### src/rtl/ca_pkg.sv
// Shared constants and types for the ID/EXE hazard scoreboard: forwarding
// select encodings and the branch-flush FSM state type.
package ca_pkg;

    localparam logic [1:0] FWD_REG = 2'b00;
    localparam logic [1:0] FWD_MEM = 2'b01;
    localparam logic [1:0] FWD_WB  = 2'b10;

    typedef enum logic {
        ST_IDLE  = 1'b0,
        ST_FLUSH = 1'b1
    } state_t;

endpackage

### src/rtl/sat_counter.sv
// Saturating up-counter with synchronous clear; clear takes priority over
// increment and the count sticks at all-ones.
module sat_counter #(
    parameter int unsigned W = 16
) (
    input  logic         clk,
    input  logic         rst,
    input  logic         clr,
    input  logic         inc,
    output logic [W-1:0] q
);

    logic [W-1:0] cnt_q;
    logic [W-1:0] cnt_d;

    always_comb begin
        cnt_d = cnt_q;
        if (clr) begin
            cnt_d = '0;
        end else if (inc && (cnt_q != {W{1'b1}})) begin
            cnt_d = cnt_q + 1'b1;
        end
    end

    always_ff @(posedge clk or negedge rst) begin
        if (!rst) begin
            cnt_q <= '0;
        end else begin
            cnt_q <= cnt_d;
        end
    end

    assign q = cnt_q;

endmodule

### src/rtl/hazard_scoreboard.sv
// Hazard scoreboard at the consumer side of ID->EXE: IF/ID freeze on RAW hazards,
// branch flush sequencing, EXE operand forwarding selects and perf counters.
module hazard_scoreboard
    import ca_pkg::*;
#(
    parameter bit          FORWARD_EN = 1'b1,
    parameter int unsigned FLUSH_LEN  = 1,
    parameter int unsigned CNT_W      = 16
) (
    input  logic             clk,
    input  logic             rst,
    input  logic             id_valid,
    input  logic [3:0]       id_src1,
    input  logic [3:0]       id_src2,
    input  logic             id_two_src,
    input  logic             exe_wb_en,
    input  logic             exe_mem_r_en,
    input  logic [3:0]       exe_dest,
    input  logic [3:0]       exe_src1,
    input  logic [3:0]       exe_src2,
    input  logic             exe_branch_taken,
    input  logic             cnt_clr,
    output logic             freeze,
    output logic             flush,
    output logic [1:0]       fwd_sel_a,
    output logic [1:0]       fwd_sel_b,
    output logic [CNT_W-1:0] stall_cnt,
    output logic [CNT_W-1:0] flush_cnt
);

    localparam int unsigned FLUSH_EXTRA    = (FLUSH_LEN > 1) ? FLUSH_LEN - 2 : 0;
    localparam logic [1:0]  FLUSH_CNT_INIT = 2'(FLUSH_EXTRA);

    // Enable is evaluated first so an undriven dest behind wb_en=0 never matches.
    function automatic logic hit(input logic [3:0] s, input logic [3:0] d, input logic en);
        return en && (s == d);
    endfunction

    function automatic logic [1:0] fwd_pick(
        input logic [3:0] src,
        input logic [3:0] m_dest,
        input logic       m_fwd_ok,
        input logic [3:0] w_dest,
        input logic       w_en
    );
        if (hit(src, m_dest, m_fwd_ok)) begin
            return FWD_MEM;
        end else if (hit(src, w_dest, w_en)) begin
            return FWD_WB;
        end
        return FWD_REG;
    endfunction

    logic       mem_wb_q, mem_wb_d;
    logic       mem_rd_q, mem_rd_d;
    logic [3:0] mem_dest_q, mem_dest_d;
    logic       wb_wb_q, wb_wb_d;
    logic [3:0] wb_dest_q, wb_dest_d;

    state_t     state_q, state_d;
    logic [1:0] fcnt_q, fcnt_d;

    logic       exe_raw;
    logic       mem_raw;
    logic       freeze_raw;
    logic       flush_raw;
    logic       branch_accept;
    logic [1:0] fwd_a_raw;
    logic [1:0] fwd_b_raw;

    // MEM/WB tracking advances every cycle; a freeze only holds IF/ID.
    always_comb begin
        mem_wb_d   = exe_wb_en;
        mem_rd_d   = exe_mem_r_en;
        mem_dest_d = exe_dest;
        wb_wb_d    = mem_wb_q;
        wb_dest_d  = mem_dest_q;
    end

    always_comb begin
        exe_raw = hit(id_src1, exe_dest, exe_wb_en)
                | (id_two_src & hit(id_src2, exe_dest, exe_wb_en));
        mem_raw = hit(id_src1, mem_dest_q, mem_wb_q)
                | (id_two_src & hit(id_src2, mem_dest_q, mem_wb_q));
        if (FORWARD_EN) begin
            freeze_raw = id_valid & exe_mem_r_en & exe_raw;
        end else begin
            freeze_raw = id_valid & (exe_raw | mem_raw);
        end
    end

    always_comb begin
        fwd_a_raw = fwd_pick(exe_src1, mem_dest_q, mem_wb_q & ~mem_rd_q, wb_dest_q, wb_wb_q);
        fwd_b_raw = fwd_pick(exe_src2, mem_dest_q, mem_wb_q & ~mem_rd_q, wb_dest_q, wb_wb_q);
    end

    // Taken branches seen while already flushing are dropped and not counted.
    always_comb begin
        state_d       = state_q;
        fcnt_d        = fcnt_q;
        flush_raw     = 1'b0;
        branch_accept = 1'b0;
        case (state_q)
            ST_IDLE: begin
                if (exe_branch_taken) begin
                    flush_raw     = 1'b1;
                    branch_accept = 1'b1;
                    if (FLUSH_LEN > 1) begin
                        state_d = ST_FLUSH;
                        fcnt_d  = FLUSH_CNT_INIT;
                    end
                end
            end
            ST_FLUSH: begin
                flush_raw = 1'b1;
                if (fcnt_q == 2'd0) begin
                    state_d = ST_IDLE;
                end else begin
                    fcnt_d = fcnt_q - 1'b1;
                end
            end
            default: begin
                state_d = ST_IDLE;
            end
        endcase
    end

    always_ff @(posedge clk or negedge rst) begin
        if (!rst) begin
            mem_wb_q   <= 1'b0;
            mem_rd_q   <= 1'b0;
            mem_dest_q <= '0;
            wb_wb_q    <= 1'b0;
            wb_dest_q  <= '0;
            state_q    <= ST_IDLE;
            fcnt_q     <= '0;
        end else begin
            mem_wb_q   <= mem_wb_d;
            mem_rd_q   <= mem_rd_d;
            mem_dest_q <= mem_dest_d;
            wb_wb_q    <= wb_wb_d;
            wb_dest_q  <= wb_dest_d;
            state_q    <= state_d;
            fcnt_q     <= fcnt_d;
        end
    end

    // Outputs are gated by reset so they drop immediately, and a flush overrides freeze.
    assign flush     = rst & flush_raw;
    assign freeze    = rst & freeze_raw & ~flush_raw;
    assign fwd_sel_a = (FORWARD_EN && rst) ? fwd_a_raw : FWD_REG;
    assign fwd_sel_b = (FORWARD_EN && rst) ? fwd_b_raw : FWD_REG;

    sat_counter #(.W(CNT_W)) u_stall_cnt (
        .clk (clk),
        .rst (rst),
        .clr (cnt_clr),
        .inc (freeze),
        .q   (stall_cnt)
    );

    sat_counter #(.W(CNT_W)) u_flush_cnt (
        .clk (clk),
        .rst (rst),
        .clr (cnt_clr),
        .inc (branch_accept),
        .q   (flush_cnt)
    );

endmodule
### config.mk
export PLATFORM = sky130hd
export DESIGN_NAME = hazard_scoreboard
export DESIGN_NICKNAME = d
export VERILOG_FILES = /design/src/rtl/ca_pkg.sv /design/src/rtl/sat_counter.sv /design/src/rtl/hazard_scoreboard.sv
export SDC_FILE = /design/constraint.sdc
export NUM_CORES = 1
export LEC_CHECK = 0
export ABC_AREA = 1
export BUFFER_PORTS_ARGS = -buffer_cell sky130_fd_sc_hd__buf_2
export CAP_MARGIN = 20
export CELL_PAD_IN_SITES_DETAIL_PLACEMENT = 1
export CELL_PAD_IN_SITES_GLOBAL_PLACEMENT = 2
export CORE_ASPECT_RATIO = 1.75
export CORE_MARGIN = 1
export CORE_UTILIZATION = 32
export DETAILED_ROUTE_END_ITERATION = 10
export HOLD_SLACK_MARGIN = 0.02
export PLACE_DENSITY_LB_ADDON = 0.05
export SLEW_MARGIN = 20
export SYNTH_ARGS = -nofsm -noshare
export SYNTH_HDL_FRONTEND = slang
export SYNTH_SLANG_ARGS = --single-unit
export TNS_END_PERCENT = 100
### constraint.sdc
create_clock -name clk -period 2.7 [get_ports clk]
set_input_delay 0.135 -clock clk [delete_from_list [all_inputs] [get_ports clk]]
set_output_delay 0.135 -clock clk [all_outputs]
set_load 0.02 [all_outputs]
==> Word level (Yosys, flattened, before mapping) <==
Cells that the tools add are included.
W data, S select, Z words.
{ "word_totals": {"ff_bits": 46, "in_bits": 28, "out_inout_bits": 38, "word_cells": 65} }
{ "classes": {"add_sub_neg": 3, "eq_ne": 8, "muxes": 21, "n_bitwise": 12, "n_reduce_logical": 12} }
{ "op_table": {"columns": ["operator", "n"], "rows": [
  ["$mux W16", 4],
  ["$add A16 B1 Y16 const B", 2],
  ["$ne A16 B16 Y1 const B", 2],
  ["$eq A4 B4 Y1", 6],
  ["$mux W2", 8],
  ["$logic_and A1 B1 Y1", 8],
  ["$mux W1", 8],
  ["$and A1 B1 Y1", 7],
  ["$not A1 Y1", 4],
  ["$reduce_bool A2 Y1", 2],
  ["$logic_not A2 Y1", 1],
  ["$pmux W1 S2", 1],
  ["$reduce_and A2 Y1", 1],
  ["$sub A2 B1 Y2 const B", 1],
  ["$or A1 B1 Y1", 1]
]} }

==> Longest topological paths before layout <==
Gate-level depths: netlist of run 1.
{ "depth": {"word_depth": 10, "depth_mapped": 10, "depth_no_buf": 10} }

==> By module <==
Synthesis of run 1 repeated with hierarchy kept, for this count alone.
{ "hier_totals": {"hier_cells": 415, "area_unflattened_um2": 2929.1} }
{ "modules_own_cells": {"columns": ["mod", "n_inst", "cells_per_inst", "area_per_inst_um2", "seq_area_each_um2"], "rows": [
  ["sat_counter", 2, 144, 1037.2, 400.4],
  ["hazard_scoreboard", 1, 127, 854.6, 350.3]
]} }

==> Worst setup path before layout of run 1 <==
No wires, ideal clock.
{ "synth_timing": {"path_kind": "register to register", "start": "register u_flush_cnt.cnt_q[0] (netlist: u_flush_cnt.q[0])", "end": "register u_flush_cnt.cnt_q[10] (netlist: u_flush_cnt.q[10])", "setup_time_ns": 0.126, "t_arrival_ns": 1.594, "slack_ns": 0.980, "stages_incl_launch_ff": 10, "synth_period_minus_slack_ns": 1.720, "cell_sequence": "dfrtp_1 -> ha_1 -> nand2_1 -> nor2_2 -> nand4_1 -> nand2_2 -> nand2_2 -> inv_2 -> buf_4 -> o21ai_0"} }
{ "synth_via": {"elab_chain_cells": 3} }
{ "synth_lines": {"columns": ["item", "line", "text"], "rows": [
  ["from (decl)", "sat_counter.sv:13", "logic [W-1:0] cnt_q;"],
  ["from (signal assigned)", "sat_counter.sv:29", "cnt_q <= cnt_d;"],
  ["$add A16 B1 Y16 / $ne A16 B16 Y1 (equally long branches)", "sat_counter.sv:21, sat_counter.sv:20", null],
  ["$mux W16 / $logic_and A1 B1 Y1 (equally long branches)", "sat_counter.sv:20", "end else if (inc && (cnt_q != {W{1'b1}})) begin"],
  ["$mux W16 / $reduce_bool A2 Y1 (equally long branches)", null, null]
]} }
Several ways; a longest one is shown, not always the timed one. The select of a mux whose other input is x is not followed.
A chain may end at the register's enable or synchronous reset.

==> Worst setup path in the final report of run 1 <==
{ "layout_timing": {"start": "input exe_dest[1]", "end": "output freeze"} }
{ "layout_via": {"elab_chain_cells": 7} }
{ "layout_lines": {"columns": ["item", "line", "text"], "rows": [
  ["from (decl)", "hazard_scoreboard.sv:18", "input logic [3:0] exe_dest,"],
  ["$eq A4 B4 Y1", "hazard_scoreboard.sv:36", "return en && (s == d);"],
  ["$logic_and A1 B1 Y1", "hazard_scoreboard.sv:36", null],
  ["$and A1 B1 Y1", "hazard_scoreboard.sv:82", "| (id_two_src & hit(id_src2, exe_dest, exe_wb_en));"],
  ["$or A1 B1 Y1 (*)", "hazard_scoreboard.sv:82", null],
  ["$and A1 B1 Y1 (*)", "hazard_scoreboard.sv:86", "freeze_raw = id_valid & exe_mem_r_en & exe_raw;"],
  ["$and A1 B1 Y1 (*) (2 in a row)", "hazard_scoreboard.sv:150", "assign freeze = rst & freeze_raw & ~flush_raw;"],
  ["to (decl)", "hazard_scoreboard.sv:23", "output logic freeze,"]
]} }
Every way passes the cells marked *; elsewhere a longest branch is shown, timed or not.

==> out/qor.txt, run 1 <==
=====================================================================================
Starting utilization of the core area                                          33.19%
Crit Path Class                                                             in -> out
Remaining global-route overflow                                                     0
Post-Route Setup TNS                                                             0 ns
Minimum clock period after layout                                            2.178 ns
Die boundary height                                                          128.3 um
Fillcell total                                                                   1182
First-pass GRT wire length                                                   14610 um
Class of the most critical hold timing path                                 in -> reg
Number of H-tree levels                                                             2
Final setup fails                                                                   0
Cell with the biggest individual delay on the critical path                   a21oi_2
Detailed Routing Iterations Pass 1                                                  4
Fraction of the mapped netlist area in adder cells                             1.288%
Largest driver fanout on the critical path                                         15
Post-synthesis compound-gate area fraction                                     5.494%
Share of the clock period used by the worst path                               80.67%
Count of maximum capacitance violations                                             0
Clock-pin slew of the registers on the worst-case setup and hold paths        0.06 ns
Die boundary width                                                           74.15 um
Register bit count reported by yosys                                               46
Floorplan die area                                                           9511 um2
Leakage component of the power                                               1.913 nW
Worst-Margin Slew                                                           0.6765 ns
Register cell area after layout                                              1151 um2
Cells along the critical path                                            dlygate4sd3_1 -> buf_2 -> inv_1 -> nand2_1 -> nand2_1 -> nor2_1 -> nand3_1 -> a21oi_2 -> buf_2
Required time of the critical path                                            2.57 ns
Internal                                                                     1.192 mW
Antenna Violating Nets Remaining                                                    0
Post-Synth XOR/XNOR Area                                                       6.009%
Fmax                                                                       0.4591 GHz
Endpoint arrival time on the critical path                                    2.04 ns
Maximum VDD drop                                                          0.0002447 V
Layout cell share with drive strength beyond 1                                 17.86%
Total routing usage reported by global routing                                 20.13%
Cts bufs inserted                                                                   5
Clock Root Buffer                                                           clkbuf_16
Post-synthesis sequential area ratio                                           39.48%
Power after layout                                                           1.571 mW
Maximum cell stage delay along the critical path                              0.58 ns
Cells after Synth                                                                 413
Count of warnings emitted by yosys                                                  0
Count of buffers added by post-CTS timing repair for setup                          0
Vias in the first global route                                                   2993
Pin count of the biggest net entering global routing                               32
Final weighted congestion in routability-driven placement                      0.7989
Std cell rows                                                                      45
Total via count after detailed routing                                           2935
Drt total wl                                                                  8669 um
Residual DRC                                                                        0
NetSw                                                                        379.3 uW
Share of Yosys cell area claimed by the top area cell type                     39.48%
Initial antenna violation count                                                     0
Sink count of the clock tree                                                       46
Initial detailed-routing violation count                                          140
Area of the core                                                             8783 um2
CTS tree                                                                          yes
Maximum clock skew at final layout                                        0.005288 ns
Cell types with the largest area share after synthesis                   dfrtp_1 39%, nand2_1 15%, inv_1 7.2%, nand3_1 6.9%, nor2_1 6.4%
Antenna diodes                                                                      0
Number of pins exceeding their max-slew limit in the final report                   0
Area taken by multi-input logic gates                                        1493 um2
Gate power share                                                                 9.1%
Power per cell area                                                      437.1 nW/um2
Count of distinct cell types in the synthesized netlist                            34
Kind of launch point of the worst setup path                               input port
Synth-to-Final Area Change                                                     23.30%
Sequential fraction of design power                                             45.3%
Dominant cell type by area after synthesis                                    dfrtp_1
Vias per std cell                                                               4.859
Clk network pwr share                                                           45.5%
Dominant combinational cell family by area after synthesis               simple AND/OR/NAND/NOR gates
Leading cell types in the layout, fill and taps excluded                 115 x nand2_1, 65 x buf_2, 56 x inv_1, 50 x nor2_1, 46 x dfrtp_1
Final Net Count                                                                   517
Detail Placement HPWL                                                         6772 um
Worst Hold Slack                                                            0.1536 ns
Worst setup slack before clock tree synthesis                               0.7989 ns
Fraction of the mapped netlist area in simple logic gates                      38.41%
Crit end category                                                          output pin
Routed WL per cell                                                           14.35 um
Post-synthesis instance area                                                 2915 um2
Port-buffer cells                                                                  65
Buffer depth of the longest clock path                                              2
Synthesized netlist net count                                                     444
Io pins                                                                            66
Most common cell after layout, fill and taps aside                            nand2_1
Mean Syn Cell Area                                                          7.059 um2
RSZ-0062 raised after global routing                                               no
Setup WS post-layout                                                        0.5220 ns
Fraction of power spent switching nets                                         24.14%
Number of failing hold endpoints at the final stage                                 0
Run status                                                               finished clean
Remaining max-slew budget at the tightest pin                                  54.90%
Multiplexer fraction of the synthesized cell area                                  0%
Clock latency on the worst-skew pair                                          0.29 ns
=====================================================================================
cells by family (layout without fill, tap and decap cells):
logic type	Yosys count	in the layout
buffers and inverters	67	141
AND/OR/NAND/NOR	249	249
XOR/XNOR	20	20
adder cells (fa/ha/maj)	3	3
flip-flops	46	46
AO/OA/AOI/OAI	28	28
final timing paths:
path / from / to / slack (ns) / depth (start not counted)
min in group asynchronous: rst / mem_wb_q / 0.18 / 2
setup reg to reg: u_flush_cnt.q[0] / u_flush_cnt.q[10] / 0.81 / 8
hold / removal: cnt_clr / u_flush_cnt.q[0] / 0.15 / 2
hold reg to reg: mem_wb_q / wb_wb_q / 0.39 / 0
max in group asynchronous: rst / u_stall_cnt.q[9] / 1.91 / 3
setup / recovery: exe_dest[1] / freeze / 0.52 / 9
routing by layer:
layer	track usage, %	vias to the layer above	part of all wire (%)
met4	6.109	0	1.4
li1	-	1463	-
met3	2.358	9	1.7
met5	0	-	0
met1	22.29	1421	40
met2	38.34	42	57
power groups by stage:
stage / clock network (mW) / registers (mW) / logic (mW)
6_report: 0.716 / 0.712 / 0.144
4_1_cts: 0.740 / 0.712 / 0.148
5_1_grt: 0.767 / 0.713 / 0.164
2_1_floorplan: 0 / 0.726 / 0.0687
3_3_place_gp: 0 / 0.725 / 0.137
3_5_place_dp: 0 / 0.725 / 0.139
cells in the mapped netlist, drive strengths merged:
master / number
nor2: 53
a211oi: 1
o22ai: 5
clkbuf: 2
and2: 1
nand3b: 1
clkinv: 1
o21ai: 12
nand3: 43
nor3: 7
nand2: 117
nor3b: 1
dfrtp: 46
buf: 7
or2: 1
inv: 57
ha: 3
o21bai: 2
o211ai: 1
xor2: 14
a21oi: 7
xnor2: 6
nand4: 24
nor4: 1
registers in the layout, indices dropped and copies added, names as in the netlist:
name	count
fcnt_q	2
mem_dest_q	4
mem_rd_q	1
mem_wb_q	1
state_q	1
u_flush_cnt.q	16
u_stall_cnt.q	16
wb_dest_q	4
wb_wb_q	1
critical path, delay by kind of cell:
family	cells	cell delay [ns]
AND/OR/NAND/NOR	4	0.33
buffers and inverters	4	0.99
AO/OA/AOI/OAI	1	0.58
metrics by stage:
stage          utilization [%]  cell area (um2)  cells
2_1_floorplan                -             2915    413
3_3_place_gp             38.21             3356    589
3_5_place_dp             38.21             3356    589
4_1_cts                  40.93             3595    604
5_1_grt                  40.93             3595    604
6_report                 40.93             3595    604
repair_timing:
item | in CTS | in global routing
setup endpoints to repair | 0 | 0
hold endpoints to repair | 52 | 0
gates resized for setup | 0 | 0
hold buffers | 7 | 0
layout make-up:
class | count | share of cell area (%)
repair buffers | 75 | 11.63
clock inverters | 3 | 1.218
flip-flops and latches | 46 | 32.02
inverters | 58 | 6.056
multi-input cells | 300 | 41.52
well taps | 117 | 4.072
clock buffers | 5 | 3.481
(Power assumes the default switching activity.)
==> run 2, diff against run 1 <==
Settings changed: CORE_UTILIZATION 32 to 30.
Clock period 2.7 ns to 2.23 ns, I/O delays scaled along.
==> run 2 against run 1 <==
  * Register-to-register slack got worse by 0.40 ns
  * Cell area grew 0.52%
  * Via count grew 2.3%
  * Power grew 16%
  * Critical path depth is the same
  * Flip-flop and latch count unchanged
  * Clock power rose by 9.8%
  * Wire length increased by 4.8%
  * Largest cell class unchanged
==> out/qor.txt, run 2 (synthesis results as in run 1) <==
=====================================================================================
Pin count of the biggest net entering global routing                               34   was 32
Final weighted congestion in routability-driven placement                      0.7884   was 0.7989
Final setup fails                                                                   0   unchanged
Required time of the critical path                                            2.12 ns   was 2.57 ns
Initial detailed-routing violation count                                          119   was 140
Die boundary height                                                          132.4 um   was 128.3 um
Count of buffers added by post-CTS timing repair for setup                          0   unchanged
Register cell area after layout                                              1151 um2   unchanged
Endpoint arrival time on the critical path                                    1.85 ns   was 2.04 ns
Worst-Margin Slew                                                           0.4478 ns   was 0.6765 ns
Clock-pin slew of the registers on the worst-case setup and hold paths        0.07 ns   was 0.06 ns
Vias in the first global route                                                   3099   was 2993
Starting utilization of the core area                                          30.79%   was 33.19%
Detailed Routing Iterations Pass 1                                                  4   unchanged
Total routing usage reported by global routing                                 18.59%   was 20.13%
Number of H-tree levels                                                             2   unchanged
Synth-to-Final Area Change                                                     23.95%   was 23.30%
Wire length on met1                                                           3435 um   was 3477 um
Antenna Violating Nets Remaining                                                    0   unchanged
Uppermost routed layer                                                           met4   unchanged
Kind of launch point of the worst setup path                               input port   unchanged
Number of cells on the worst reg-to-reg path                                        8   unchanged
Clock Root Buffer                                                           clkbuf_16   unchanged
Drt total wl                                                                  9084 um   was 8669 um
Maximum VDD drop                                                          0.0002698 V   was 0.0002447 V
Count of maximum capacitance violations                                             0   unchanged
Area of the core                                                             9468 um2   was 8783 um2
Crit end category                                                          output pin   unchanged
Share of the clock period used by the worst path                               87.82%
Layout cell share with drive strength beyond 1                                 18.37%   was 17.86%
Clock latency on the worst-skew pair                                          0.29 ns   about the same
Reg2Reg Setup Slack                                                           0.41 ns   was 0.81 ns
Maximum clock skew at final layout                                        0.005720 ns   was 0.005288 ns
Power per cell area                                                      505.0 nW/um2   was 437.1 nW/um2
Residual DRC                                                                        0   unchanged
Die boundary width                                                           76.52 um   was 74.15 um
Area taken by multi-input logic gates                                        1500 um2   was 1493 um2
Power after layout                                                           1.825 mW   was 1.571 mW
Launching point of the worst reg2reg path                                u_flush_cnt.q[0]   unchanged
Number of pins exceeding their max-slew limit in the final report                   0   unchanged
Class of the most critical hold timing path                                 in -> reg   unchanged
Port-buffer cells                                                                  65   unchanged
Number of failing hold endpoints at the final stage                                 0   unchanged
Fmax                                                                       0.5106 GHz
RSZ-0062 raised after global routing                                               no   unchanged
Vias per std cell                                                               4.905   was 4.859
Leading cell types in the layout, fill and taps excluded                 115 x nand2_1, 65 x buf_2, 56 x inv_1, 50 x nor2_1, 46 x dfrtp_1   unchanged
Routed WL per cell                                                           14.84 um   was 14.35 um
Std cell rows                                                                      47   was 45
Run status                                                               finished clean   unchanged
Largest driver fanout on the critical path                                         15   unchanged
Leakage component of the power                                               1.918 nW   was 1.913 nW
First-pass GRT wire length                                                   14960 um   was 14610 um
Initial antenna violation count                                                     0   unchanged
Floorplan die area                                                          10130 um2   was 9511 um2
Total via count after detailed routing                                           3002   was 2935
Io pins                                                                            66   unchanged
Endpoint with the worst hold slack                                       u_flush_cnt.q[0]   unchanged
Fillcell total                                                                   1242   was 1182
Buffer depth of the longest clock path                                              2   unchanged
Remaining global-route overflow                                                     0   unchanged
Detail Placement HPWL                                                         7130 um   was 6772 um
Crit Path Class                                                             in -> out   unchanged
Source of the worst hold timing path                                          cnt_clr   unchanged
DR WL met3                                                                     190 um   was 148 um
Final Net Count                                                                   520   was 517
Capturing point of the worst reg2reg path                                u_flush_cnt.q[13]   was u_flush_cnt.q[10]
Antenna diodes                                                                      0   unchanged
Cts bufs inserted                                                                   5   unchanged
Sink count of the clock tree                                                       46   unchanged
Met2 wire len                                                                 5314 um   was 4923 um
Minimum clock period after layout                                            1.958 ns
Most common cell after layout, fill and taps aside                            nand2_1   unchanged
CTS tree                                                                          yes   unchanged
Worst hold path cell count                                                          2   unchanged
Post-Route Setup TNS                                                             0 ns   unchanged
Remaining max-slew budget at the tightest pin                                  70.15%   was 54.90%
=====================================================================================
run 2: cell count changes in the layout (fill, tap and decap cells not counted), sizes merged:
cell	before	now
buf	68	71
inv	58	57
bufinv	1	0
clkinvlp	0	1
clkbuf	5	6
run 2: final cells by class:
type                       count  share of cell area [%]
multi-input combinational    300                   41.52
sequential                    46                   31.86
timing repair buffer          78                   12.19
inverter                      58                   6.025
tap                          122                   4.224
clock buffer                   6                   3.843
clock inverter                 2                  0.3463
run 2: repair_timing:
item / 4_1_cts / 5_1_grt
hold buffers: 7 / 0
endpoints found under the hold margin: 19 / 0
resized for setup: 0 / 1
endpoints found under the setup margin: 0 / 1
run 2: per-stage QoR:
stage | setup WS, ns | area (um2) | instances | utilization [%] | hold slack [ns]
3_3_place_gp | 0.4653 | 3385 | 597 | 35.75 | 0.1260
5_1_grt | 0.1375 | 3613 | 612 | 38.17 | 0.1494
3_5_place_dp | 0.3990 | 3385 | 597 | 35.75 | 0.1314
6_report | 0.2717 | 3613 | 612 | 38.17 | 0.1138
2_1_floorplan | 0.5100 | 2915 | 413 | - | -0.1841
4_1_cts | 0.04869 | 3606 | 612 | 38.09 | 0.1220
run 2: how the worst max path moves through the flow:
| stage | start | endpoint | cells after the start |
|---|---|---|---|
| finish | exe_dest[1] | freeze | 9 |
| global route | exe_dest[1] | freeze | 9 |
| CTS | exe_dest[1] | freeze | 9 |
| detailed placement | u_stall_cnt.q[7] | u_stall_cnt.q[6] | 9 |
| global placement | u_stall_cnt.q[7] | u_stall_cnt.q[6] | 9 |
| floorplan | u_flush_cnt.q[0] | u_flush_cnt.q[10] | 9 |
run 2: power by group:
| part | internal (mW) | switching, mW |
|---|---|---|
| combinational | 0.0653 | 0.112 |
| sequential | 0.848 | 0.0137 |
| clock | 0.445 | 0.341 |
| total | 1.36 | 0.467 |
run 2: routing by layer:
layer  vias up  GRT usage [%]
met2        40          37.49
met5         -              0
li1       1475              -
met4         0          5.128
met1      1478          19.38
met3         9          2.491
run 2: worst max-delay path: stages:
cell and delay (ns):
dlygate4sd3_1 0.52, buf_2 0.13, inv_1 0.05, nand2_1 0.06, nand2_1 0.04, nor2_1 0.10
nand3_1 0.15, a21oi_4 0.41, buf_2 0.25
